File: src/rtl/in_out_control_if.sv
// Front-panel / memory-side signal bundle for the I/O sequencer.
interface in_out_control_if;
  logic        key0_pulse;
  logic        key1_pulse;
  logic [8:0]  sw;
  logic        memDone;
  logic [15:0] read_data;
  logic [1:0]  modeOutput;
  logic [24:0] memoryAddress;
  logic [15:0] writeData;
  logic [15:0] displayData;
  logic        ioDone;
  logic [12:0] out_state;

  modport master (
    input  key0_pulse, key1_pulse, sw, memDone, read_data,
    output modeOutput, memoryAddress, writeData, displayData, ioDone, out_state
  );

  modport slave (
    output key0_pulse, key1_pulse, sw, memDone, read_data,
    input  modeOutput, memoryAddress, writeData, displayData, ioDone, out_state
  );
endinterface

File: src/rtl/in_out_control.sv
// Key/switch driven sequencer: assembles address/data byte-wise, issues a
// read or write request to the memory controller and reports completion.
module in_out_control (
  input  logic                 clk,
  input  logic                 reset,
  in_out_control_if.master     io
);
  typedef enum logic [3:0] {
    INIT, IDLE, READ_ST0, READ_ST1, READ_ST2, READ_WAIT, READ_DONE,
    WRITE_ST0, WRITE_ST1, WRITE_ST2, WRITE_ST3, WRITE_ST4, WRITE_WAIT
  } state_t;

  state_t      state, state_next;
  logic [24:0] addr_q;
  logic [15:0] wdata_q;
  logic [15:0] disp_q;
  logic        armed_q;
  logic        wr_pulse_q;

  logic abort, key0_only, key1_only, in_wait;
  assign abort     = io.key0_pulse & io.key1_pulse;
  assign key0_only = io.key0_pulse & ~io.key1_pulse;
  assign key1_only = io.key1_pulse & ~io.key0_pulse;
  assign in_wait   = (state == READ_WAIT) || (state == WRITE_WAIT);

  always_ff @(posedge clk or posedge reset) begin
    if (reset) state <= INIT;
    else       state <= state_next;
  end

  always_comb begin
    state_next = state;
    unique case (state)
      INIT:       ;
      IDLE:       if (key0_only) state_next = io.sw[8] ? WRITE_ST0 : READ_ST0;
      READ_ST0:   if (key1_only) state_next = READ_ST1;
      READ_ST1:   if (key1_only) state_next = READ_ST2;
      READ_ST2:   if (key1_only) state_next = READ_WAIT;
      READ_WAIT:  if (armed_q && io.memDone) state_next = READ_DONE;
      READ_DONE:  if (key0_only) state_next = IDLE;
      WRITE_ST0:  if (key1_only) state_next = WRITE_ST1;
      WRITE_ST1:  if (key1_only) state_next = WRITE_ST2;
      WRITE_ST2:  if (key1_only) state_next = WRITE_ST3;
      WRITE_ST3:  if (key1_only) state_next = WRITE_ST4;
      WRITE_ST4:  if (key1_only) state_next = WRITE_WAIT;
      WRITE_WAIT: if (armed_q && io.memDone) state_next = IDLE;
      default:    state_next = INIT;
    endcase
    if (abort) state_next = IDLE;
  end

  // armed_q is low during the first WAIT cycle, enforcing the 2-cycle dwell
  always_ff @(posedge clk or posedge reset) begin
    if (reset) begin
      addr_q     <= '0;
      wdata_q    <= '0;
      disp_q     <= '0;
      armed_q    <= 1'b0;
      wr_pulse_q <= 1'b0;
    end else begin
      armed_q    <= in_wait && (state_next == state);
      wr_pulse_q <= (state == WRITE_WAIT) && (state_next == IDLE) && !abort;
      if (key1_only) begin
        unique case (state)
          READ_ST0, WRITE_ST0: addr_q[7:0]   <= io.sw[7:0];
          READ_ST1, WRITE_ST1: addr_q[15:8]  <= io.sw[7:0];
          READ_ST2, WRITE_ST2: addr_q[24:16] <= io.sw[8:0];
          WRITE_ST3:           wdata_q[7:0]  <= io.sw[7:0];
          WRITE_ST4:           wdata_q[15:8] <= io.sw[7:0];
          default: ;
        endcase
      end
      if ((state == READ_WAIT) && (state_next == READ_DONE))
        disp_q <= io.read_data;
    end
  end

  assign io.modeOutput    = (state == READ_WAIT)  ? 2'b01 :
                            (state == WRITE_WAIT) ? 2'b10 : 2'b00;
  assign io.ioDone        = (state == READ_DONE) || wr_pulse_q;
  assign io.memoryAddress = addr_q;
  assign io.writeData     = wdata_q;
  assign io.displayData   = disp_q;
  assign io.out_state     = 13'd1 << state;
endmodule

File: src/flat_wrapper.sv
// flat-port wrapper written by rule: the top's interface ports become plain ports
module in_out_control_flat 
  (clk, reset, io_key0_pulse, io_key1_pulse, io_sw, io_memDone, io_read_data, io_modeOutput, io_memoryAddress, io_writeData, io_displayData, io_ioDone, io_out_state);
  in_out_control_if io_i ();
  input  logic clk;
  input  logic reset;
  input wire logic [$bits(io_i.key0_pulse)-1:0] io_key0_pulse;
  input wire logic [$bits(io_i.key1_pulse)-1:0] io_key1_pulse;
  input wire logic [$bits(io_i.sw)-1:0] io_sw;
  input wire logic [$bits(io_i.memDone)-1:0] io_memDone;
  input wire logic [$bits(io_i.read_data)-1:0] io_read_data;
  output wire logic [$bits(io_i.modeOutput)-1:0] io_modeOutput;
  output wire logic [$bits(io_i.memoryAddress)-1:0] io_memoryAddress;
  output wire logic [$bits(io_i.writeData)-1:0] io_writeData;
  output wire logic [$bits(io_i.displayData)-1:0] io_displayData;
  output wire logic [$bits(io_i.ioDone)-1:0] io_ioDone;
  output wire logic [$bits(io_i.out_state)-1:0] io_out_state;
  assign io_i.key0_pulse = io_key0_pulse;
  assign io_i.key1_pulse = io_key1_pulse;
  assign io_i.sw = io_sw;
  assign io_i.memDone = io_memDone;
  assign io_i.read_data = io_read_data;
  assign io_modeOutput = io_i.modeOutput;
  assign io_memoryAddress = io_i.memoryAddress;
  assign io_writeData = io_i.writeData;
  assign io_displayData = io_i.displayData;
  assign io_ioDone = io_i.ioDone;
  assign io_out_state = io_i.out_state;
  in_out_control u_core (.clk(clk), .reset(reset), .io(io_i));
endmodule
File: config.mk
export PLATFORM = sky130hd
export DESIGN_NAME = in_out_control_flat
export DESIGN_NICKNAME = d
export VERILOG_FILES = /design/src/rtl/in_out_control_if.sv /design/src/rtl/in_out_control.sv /design/src/flat_wrapper.sv
export SDC_FILE = /design/constraint.sdc
export NUM_CORES = 1
export LEC_CHECK = 0
export CAP_MARGIN = 20
export CORE_MARGIN = 2
export CORE_UTILIZATION = 48
export CTS_CLUSTER_DIAMETER = 200
export DETAILED_ROUTE_END_ITERATION = 8
export PLACE_DENSITY_LB_ADDON = 0.2
export SYNTH_ARGS = -nofsm -noshare
export SYNTH_HDL_FRONTEND = slang
export SYNTH_SLANG_ARGS = --single-unit
File: constraint.sdc
create_clock -name clk -period 5.8 [get_ports clk]
set_input_delay 0.58 -clock clk [delete_from_list [all_inputs] [get_ports clk]]
set_output_delay 0.58 -clock clk [all_outputs]
set_load 0.01 [all_outputs]
## Yosys cells after proc, flatten, opt, wreduce, memory -nomap -nowiden

Cells that the tools add are included.

- Divide/modulo/power cells: 0
- Reductions and logical operators: 17
- Bitwise operators: 5
- Magnitude comparators: 0
- Shift-type cells: 1
- $mul: 0
- Add/subtract/negate cells: 0
- Equality and inequality tests: 15
- Multiplexer cells: 17

Operators by type and width:

| operator | number |
|---|---|
| $mux 4 | 13 |
| $pmux 4 s13 | 1 |
| $eq 4x3->1 const B | 5 |
| $eq 4x4->1 const B | 5 |
| $shl 1x4->13 const A | 1 |
| $reduce_and 2->1 | 5 |
| $eq 4x1->1 const B | 2 |
| $eq 4x2->1 const B | 2 |
| $reduce_or 2->1 | 3 |
| $logic_and 1x1->1 | 5 |
| $eq 4x4->1 | 1 |
| $logic_not 4->1 | 1 |
| $mux 2 | 2 |
| $and 1x1->1 | 3 |
| $mux 3 | 1 |
| $logic_or 1x1->1 | 2 |
| $not 1->1 | 2 |
| $logic_not 1->1 | 1 |

- Memories: 0
- RAM bits: 0
- Flip-flop bits (word level): 63
- Memory bits (read-only): 0
- Bits in latches: 0
- Logic and storage cells: 64

## Logic depth before layout (Yosys ltp)

Gate-level depths: netlist of the first run.

- Depth after elaboration: 8
- Mapped depth: 6
- Depth with buffers taken out: 4

## Worst setup path after synthesis of the first run

OpenSTA, ideal clock, no wires.

- Kind: register -> register
- From: register u_core.state[1]
- To: register u_core.disp_q[0] (netlist: u_core.io.displayData[0])
- Data arrival time: 1833 ps
- Cell stages (with the launch flop): 7
- Setup time: 125 ps
- Buffers on the path: 2
- Required time: 5675 ps
- Path slack: 3842 ps
- Period minus slack after synthesis: 1958 ps
- Path through: dfrtp_1 > buf_6 > nor4b_4 > mux2i_2 > a41oi_4 > buf_12 > mux2_4

- Longest elaborated chain between the ends: 5
- Elaborated cells on any way between the ends: 29

Ends and longest elaborated chain:

| item | line | RTL |
|---|---|---|
| start: declaration | in_out_control.sv:13 | `state_t state, state_next;` |
| start signal: assignment | in_out_control.sv:28 | `else state <= state_next;` |
| $eq 4x4->1 (tied with other cells) | in_out_control.sv:33 | `unique case (state)` |
| $pmux 4 s13 | in_out_control.sv:33 |  |
| $mux 4 | in_out_control.sv:49 | `if (abort) state_next = IDLE;` |
| $eq 4x3->1 | in_out_control.sv:73 | `if ((state == READ_WAIT) && (state_next == READ_DONE))` |
| $logic_and 1x1->1 (*) | in_out_control.sv:73 |  |
| end signal: assignment | in_out_control.sv:74 | `disp_q <= io.read_data;` |
| end: declaration | in_out_control.sv:16 | `logic [15:0] disp_q;` |

Every way passes the cells marked *; elsewhere a longest branch is shown, timed or not.
A chain may end at the register's enable or synchronous reset.

## Final worst setup path of the first run

- From: register u_core.state[3]
- To: output port io_ioDone

- Longest elaborated chain between the ends: 2

Ends and longest elaborated chain:

| item | line | RTL |
|---|---|---|
| $eq 4x3->1 | in_out_control.sv:80 | `assign io.ioDone = (state == READ_DONE) \|\| wr_pulse_q;` |
| $logic_or 1x1->1 | in_out_control.sv:80 |  |
| end: declaration | flat_wrapper.sv:16 | `output wire logic [$bits(io_i.ioDone)-1:0] io_ioDone;` |

No other way between the ends.

==> impl_metrics.env, run 1 <==
export IMPL_status="finished, final reports clean"
export IMPL_mostFrequentLayoutCells="clkdlybuf4s50_1 (102), dfrtp_1 (63), mux2_2 (46), nand2_1 (10), mux2_4 (10)"
export IMPL_fin_crit_ns=2.77
export IMPL_antenna_found_initial=0
export IMPL_layout_drive_gt1_share=0.271
export IMPL_setup_violations=0
export IMPL_fp_coreArea_sq_mm=0.00589
export IMPL_post_cts_repair_setup_buffers=0
export IMPL_io_pins=103
export IMPL_rsz0062_at_grt="no"
export IMPL_syn_nets=241
export IMPL_path_class="flip-flop to output port"
export IMPL_clock_fmax_mhz=361
export IMPL_cts_max_path_buffers=2
export IMPL_cts_buffers=9
export IMPL_routabilityCongestion=0.947
export IMPL_hold_violations=0
export IMPL_vias_per_cell=5.29
export IMPL_syn2layout_area_growth_pct=43.2
export IMPL_ys_seq_elements=63
export IMPL_cts_sinks=63
export IMPL_postCtsResizedCells=0
export IMPL_hp_class="flip-flop to flip-flop"
export IMPL_syn_area_per_cell_sq_um=13.8
export IMPL_slew_headroom=0.488
export IMPL_nets=342
export IMPL_die_h_microns=81.8
export IMPL_drc=0
export IMPL_cts_tree="done"
export IMPL_slowest_stage="dfrtp_1"
export IMPL_rows=28
export IMPL_critPathCaptureType="output port"
export IMPL_ys_types=48
export IMPL_clk_latency_ns=0.33
export IMPL_initial_core_util=0.493
export IMPL_grt_use_total=0.202
export IMPL_postPlaceCellArea_sq_mm=0.00394
export IMPL_final_common_cell="clkdlybuf4s50_1"
export IMPL_synth_edf_count=0
export IMPL_cp_num_buf_inv=1
export IMPL_synthArstFlopShare=1.00
export IMPL_tns_ns=0
export IMPL_place_inst=376
export IMPL_grt_max_degree=64
export IMPL_die_w_microns=81.8
export IMPL_required_ns=5.22
export IMPL_cp_start_kind="flip-flop"
export IMPL_cpLargestDelayFamily="flip-flops"
export IMPL_netlist_area_sq_mm=0.00290
export IMPL_hpwl_mm=4.43
export IMPL_root_buffer="clkbuf_8"
export IMPL_finalMaxSlewViolations=0
export IMPL_n_antenna_cell=0
export IMPL_finalNonFillerCells=392
export IMPL_crit_chain="and4bb_4 -> or2_2 -> clkdlybuf4s50_1"
export IMPL_tightest_slew_ns=0.767
export IMPL_grt_overflow_total=0
export IMPL_grt_pass1_wl_mm=10.0
export IMPL_max_stage_delay_ns=0.76
export IMPL_drt_first_pass_iters=4
export IMPL_p_leak_uw=0.00178
export IMPL_rrSetupSlack_ns=3.27
export IMPL_max_vdd_ir_drop_mv=0.239
export IMPL_clock_skew_ns=0.00811
export IMPL_yosysSeqAreaShare=0.543
export IMPL_dr_first_iter_drc_count=82
export IMPL_cts_htree_levels=3
export IMPL_synth_cells=211
export IMPL_wirelength_mm=6.46
export IMPL_maxCapViolations=0
export IMPL_power_density_mw_per_mm2=465
export IMPL_die_area_sq_mm=0.00669
export IMPL_io_buffers=102
export IMPL_yosys_warnings=0
export IMPL_wl_per_cell_microns=16.5
export IMPL_crit_arrival_ns=2.19
export IMPL_path_clk_slew_ns=0.07
export IMPL_vias=2072
export IMPL_hold_buffers=0
export IMPL_path_max_fanout=21
export IMPL_grt_pass1_vias=2008
export IMPL_ys_flop_type="dfrtp_1"
export IMPL_fin_area_sq_mm=0.00416
export IMPL_drtAntennaViolNets=0
export IMPL_fin_crit_sh=0.477
## layer usage
layer / track usage / wire length, microns
met2: 0.320 / 3230
met5: 0 / 0
met1: 0.262 / 2750
met3: 0.0615 / 403
met4: 0.0783 / 76
## worst register-to-register path, delay by kind of cell, from the launching register on
kind               cells  cell delay (ns)
AOI/OAI and AO/OA      1             0.68
DFF                    1             0.82
muxes                  2             0.54
and+or+nand+nor        1             0.39
## flip-flops by register name, summed over array words and instances, names as in the netlist
register / flops
u_core.io.displayData: 16
u_core.armed_q: 1
u_core.io.writeData: 16
u_core.state: 4
u_core.io.memoryAddress: 25
u_core.wr_pulse_q: 1
## logic make-up (layout without fill, tap and decap cells)
group | Yosys count | after routing | synth area share
multiplexers | 59 | 59 | 0.242
XOR/XNOR | 1 | 1 | 0.00302
flip-flops | 63 | 63 | 0.543
AND/OR/NAND/NOR | 50 | 50 | 0.111
AO/OA/AOI/OAI | 23 | 23 | 0.0685
buffers and inverters | 15 | 121 | 0.0327
## report_power, final
part	internal, uW	leakage [uW]	switching [uW]
logic	509	0.000859	287
clock network	243	0.000114	171
registers	593	0.000809	130
total	1350	0.00178	589
## metrics by stage
step,power (uW),setup slack [ns],hold WS [ns],utilization
global placement,1510,2.89,0.476,0.669
floorplan,1120,3.65,0.534,-
global route,2040,2.93,0.517,0.707
detailed placement,1530,2.84,0.481,0.669
finish,1930,3.03,0.491,0.707
CTS,1960,3.01,0.498,0.707
## path summary, 6_finish.rpt
path / start / end / cells past startpoint
setup / recovery: u_core.state[3]$_DFF_PP0_ / io_ioDone / 3
hold / removal: u_core.io.memoryAddress[22]$_DFFE_PP0P_ / u_core.io.memoryAddress[22]$_DFFE_PP0P_ / 1
setup reg to reg: u_core.state[2]$_DFF_PP0_ / u_core.io.displayData[12]$_DFFE_PP0P_ / 4
hold reg to reg: u_core.io.memoryAddress[22]$_DFFE_PP0P_ / u_core.io.memoryAddress[22]$_DFFE_PP0P_ / 1
max in group asynchronous: reset / u_core.io.writeData[5]$_DFFE_PP0P_ / 3
min in group asynchronous: reset / u_core.io.displayData[10]$_DFFE_PP0P_ / 3
## cell usage after synthesis, types with 3 or more instances
master | number | area share
mux2_4 | 10 | 0.052
nor2b_1 | 4 | 0.0086
nor2_1 | 7 | 0.0090
a21oi_1 | 3 | 0.0052
nand2b_1 | 4 | 0.0086
nand2_1 | 10 | 0.013
mux2_2 | 46 | 0.18
dfrtp_1 | 63 | 0.54
buf_2 | 6 | 0.010
clkbuf_1 | 4 | 0.0052
nor3b_1 | 3 | 0.0078
o21ai_0 | 4 | 0.0069
nor3_1 | 3 | 0.0052
## final cells by class
class | instances | area (sq um)
Multi-Input combinational cell | 133 | 1230
Sequential cell | 63 | 1580
Clock buffer | 9 | 124
Fill cell | 448 | 1730
Clock inverter | 7 | 96.3
Tap cell | 75 | 93.8
Inverter | 2 | 7.51
Timing Repair Buffer | 103 | 1030
No activity file was read; power rests on OpenSTA's default activity.
==> run 2, diff against run 1 <==
Settings changed: CORE_UTILIZATION 48 to 45.
Clock period 5.8 ns to 2.8 ns, I/O delays scaled along.
==> run 2 against run 1 <==
Net effect:
- sequential share of layout area shrank 0.11 points
- clock skew rose by 0.0021 ns
- setup slack got worse by 2.7 ns
- via count up 0.77%
- core utilization fell by 4.2 points
- non-clock buffer count increased by 2
- sequential power increased by 110%
- die area increased by 6.3%
- wire length up 0.62%
- register-to-register slack lost 2.8 ns
- combinational power is 110% higher
==> impl_metrics.env, run 2 (same netlist as run 1, synthesis figures left out) <==
export IMPL_status="finished, final reports clean"
export IMPL_cp_start_kind="flip-flop"
export IMPL_postPlaceCellArea_sq_mm=0.00396
export IMPL_cts_buffers=9
export IMPL_syn2layout_area_growth_pct=43.6
export IMPL_grt_pass1_wl_mm=10.6
export IMPL_clk_latency_ns=0.34
export IMPL_fill_cells=497
export IMPL_hp_class="primary input to asynchronous set/reset pin"
export IMPL_wl_per_cell_microns=16.4
export IMPL_post_cts_repair_setup_buffers=0
export IMPL_fin_crit_sh=0.870
export IMPL_vias=2088
export IMPL_busiest_layer="met2"
export IMPL_rrSetupSlack_ns=0.49
export IMPL_max_stage_delay_ns=0.79
export IMPL_regArea_sq_mm=0.00158
export IMPL_final_util=0.665
export IMPL_slew_headroom=0.473
export IMPL_largest_reg_flops=25
export IMPL_cts_htree_levels=3
export IMPL_cpLargestDelayFamily="flip-flops"
export IMPL_fp_coreArea_sq_mm=0.00628
export IMPL_finalMaxSlewViolations=0
export IMPL_path_max_fanout=23
export IMPL_path_class="flip-flop to output port"
export IMPL_rsz0062_at_grt="no"
export IMPL_grt_util_met2=0.294
export IMPL_io_pins=103
export IMPL_met3_usage=0.0639
export IMPL_root_buffer="clkbuf_8"
export IMPL_crit_arrival_ns=2.16
export IMPL_tightest_slew_ns=0.790
export IMPL_drc=0
export IMPL_multiInputGateArea_sq_mm=0.00123
export IMPL_required_ns=2.52
export IMPL_grt_pass1_vias=2117
export IMPL_cp_num_buf_inv=1
export IMPL_fin_area_sq_mm=0.00417
export IMPL_clock_fmax_mhz=411
export IMPL_tns_ns=0
export IMPL_cts_tree="done"
export IMPL_wirelength_mm=6.50
export IMPL_fin_crit_ns=2.44
export IMPL_max_vdd_ir_drop_mv=0.640
export IMPL_n_antenna_cell=0
export IMPL_clock_skew_ns=0.0102
export IMPL_initial_core_util=0.463
export IMPL_path_clk_slew_ns=0.07
export IMPL_use_met1=0.251
export IMPL_drt_first_pass_iters=4
export IMPL_die_area_sq_mm=0.00711
export IMPL_vias_per_cell=5.27
export IMPL_cts_max_path_buffers=2
export IMPL_crit_chain="and4bb_4 -> or2_2 -> clkdlybuf4s50_1"
export IMPL_final_common_cell="clkdlybuf4s50_1"
export IMPL_die_w_microns=84.3
export IMPL_drtAntennaViolNets=0
export IMPL_hold_violations=0
export IMPL_p_leak_uw=0.00179
export IMPL_hold_buffers=0
export IMPL_grt_max_degree=64
export IMPL_nets=344
export IMPL_die_h_microns=84.3
export IMPL_grt_overflow_total=0
export IMPL_rows=29
export IMPL_power_density_mw_per_mm2=955
export IMPL_routabilityCongestion=0.881
export IMPL_io_buffers=102
export IMPL_hpwl_mm=4.47
export IMPL_maxCapViolations=0
export IMPL_grt_use_total=0.192
export IMPL_mostFrequentLayoutCells="clkdlybuf4s50_1 (102), dfrtp_1 (63), mux2_2 (46), clkbuf_8 (11)"
export IMPL_antenna_found_initial=0
export IMPL_critPathCaptureType="output port"
export IMPL_postCtsResizedCells=0
export IMPL_slowest_stage="dfrtp_1"
export IMPL_setup_violations=0
export IMPL_cts_sinks=63
export IMPL_layout_drive_gt1_share=0.276
export IMPL_total_power_uw=3980
export IMPL_dr_first_iter_drc_count=91
## run 2: cell types whose count changed in the layout (fill, tap and decap cells not counted), sizes merged
cell      before  now
buf            1    3
clkbuf         9   11
bufinv         2    1
clkinv         4    1
clkinvlp       0    1
inv            3    4
## run 2: area by class of cell
class | instances | area share
clock buffer | 11 | 0.0363
sequential | 63 | 0.378
timing repair buffer | 105 | 0.250
clock inverter | 5 | 0.0153
tap | 77 | 0.0231
multi-input combinational | 133 | 0.295
inverter | 2 | 0.00180
## run 2: final timing paths
check	startpoint	to	cells past startpoint
hold / removal	reset	u_core.armed_q$_DFF_PP0_	3
max in group asynchronous	reset	u_core.io.writeData[2]$_DFFE_PP0P_	3
setup reg to reg	u_core.state[2]$_DFF_PP0_	u_core.io.displayData[10]$_DFFE_PP0P_	5
hold reg to reg	u_core.io.writeData[3]$_DFFE_PP0P_	u_core.io.writeData[3]$_DFFE_PP0P_	1
min in group clk	u_core.io.writeData[3]$_DFFE_PP0P_	u_core.io.writeData[3]$_DFFE_PP0P_	1
setup / recovery	u_core.state[2]$_DFF_PP0_	io_ioDone	3
## run 2: metrics by stage
stage	hold WS (ns)	setup WS, ns	instances
after global routing	0.521	0.171	396
after detailed placement	0.493	0.302	380
after CTS	0.510	0.336	396
final	0.480	0.364	396
after floorplan	0.412	0.842	211
after global placement	0.488	0.347	380
## run 2: metal layers
| metal | part of all wire | vias up |
|---|---|---|
| li1 | - | 976 |
| met1 | 0.44 | 1035 |
| met2 | 0.47 | 67 |
| met3 | 0.071 | 10 |
| met4 | 0.018 | 0 |
| met5 | 0 | - |
## run 2: where the power goes
| part | internal [uW] | switching, uW | leakage, uW |
|---|---|---|---|
| logic | 1060 | 590 | 0.000870 |
| registers | 1230 | 270 | 0.000809 |
| clock network | 467 | 370 | 0.000107 |
## run 2: worst register-to-register path: stages, from the launching register on
cell,delay [ns]
dfrtp_1,0.79
and4bb_4,0.39
mux2i_2,0.11
a41oi_4,0.22
buf_4,0.30
mux2_2,0.38
==> run 3, diff against run 2 <==
Settings changed: CAP_MARGIN 20 to not set.
==> results of run 3 <==
The final DEF is identical to that of run 2; final timing and power are the same.
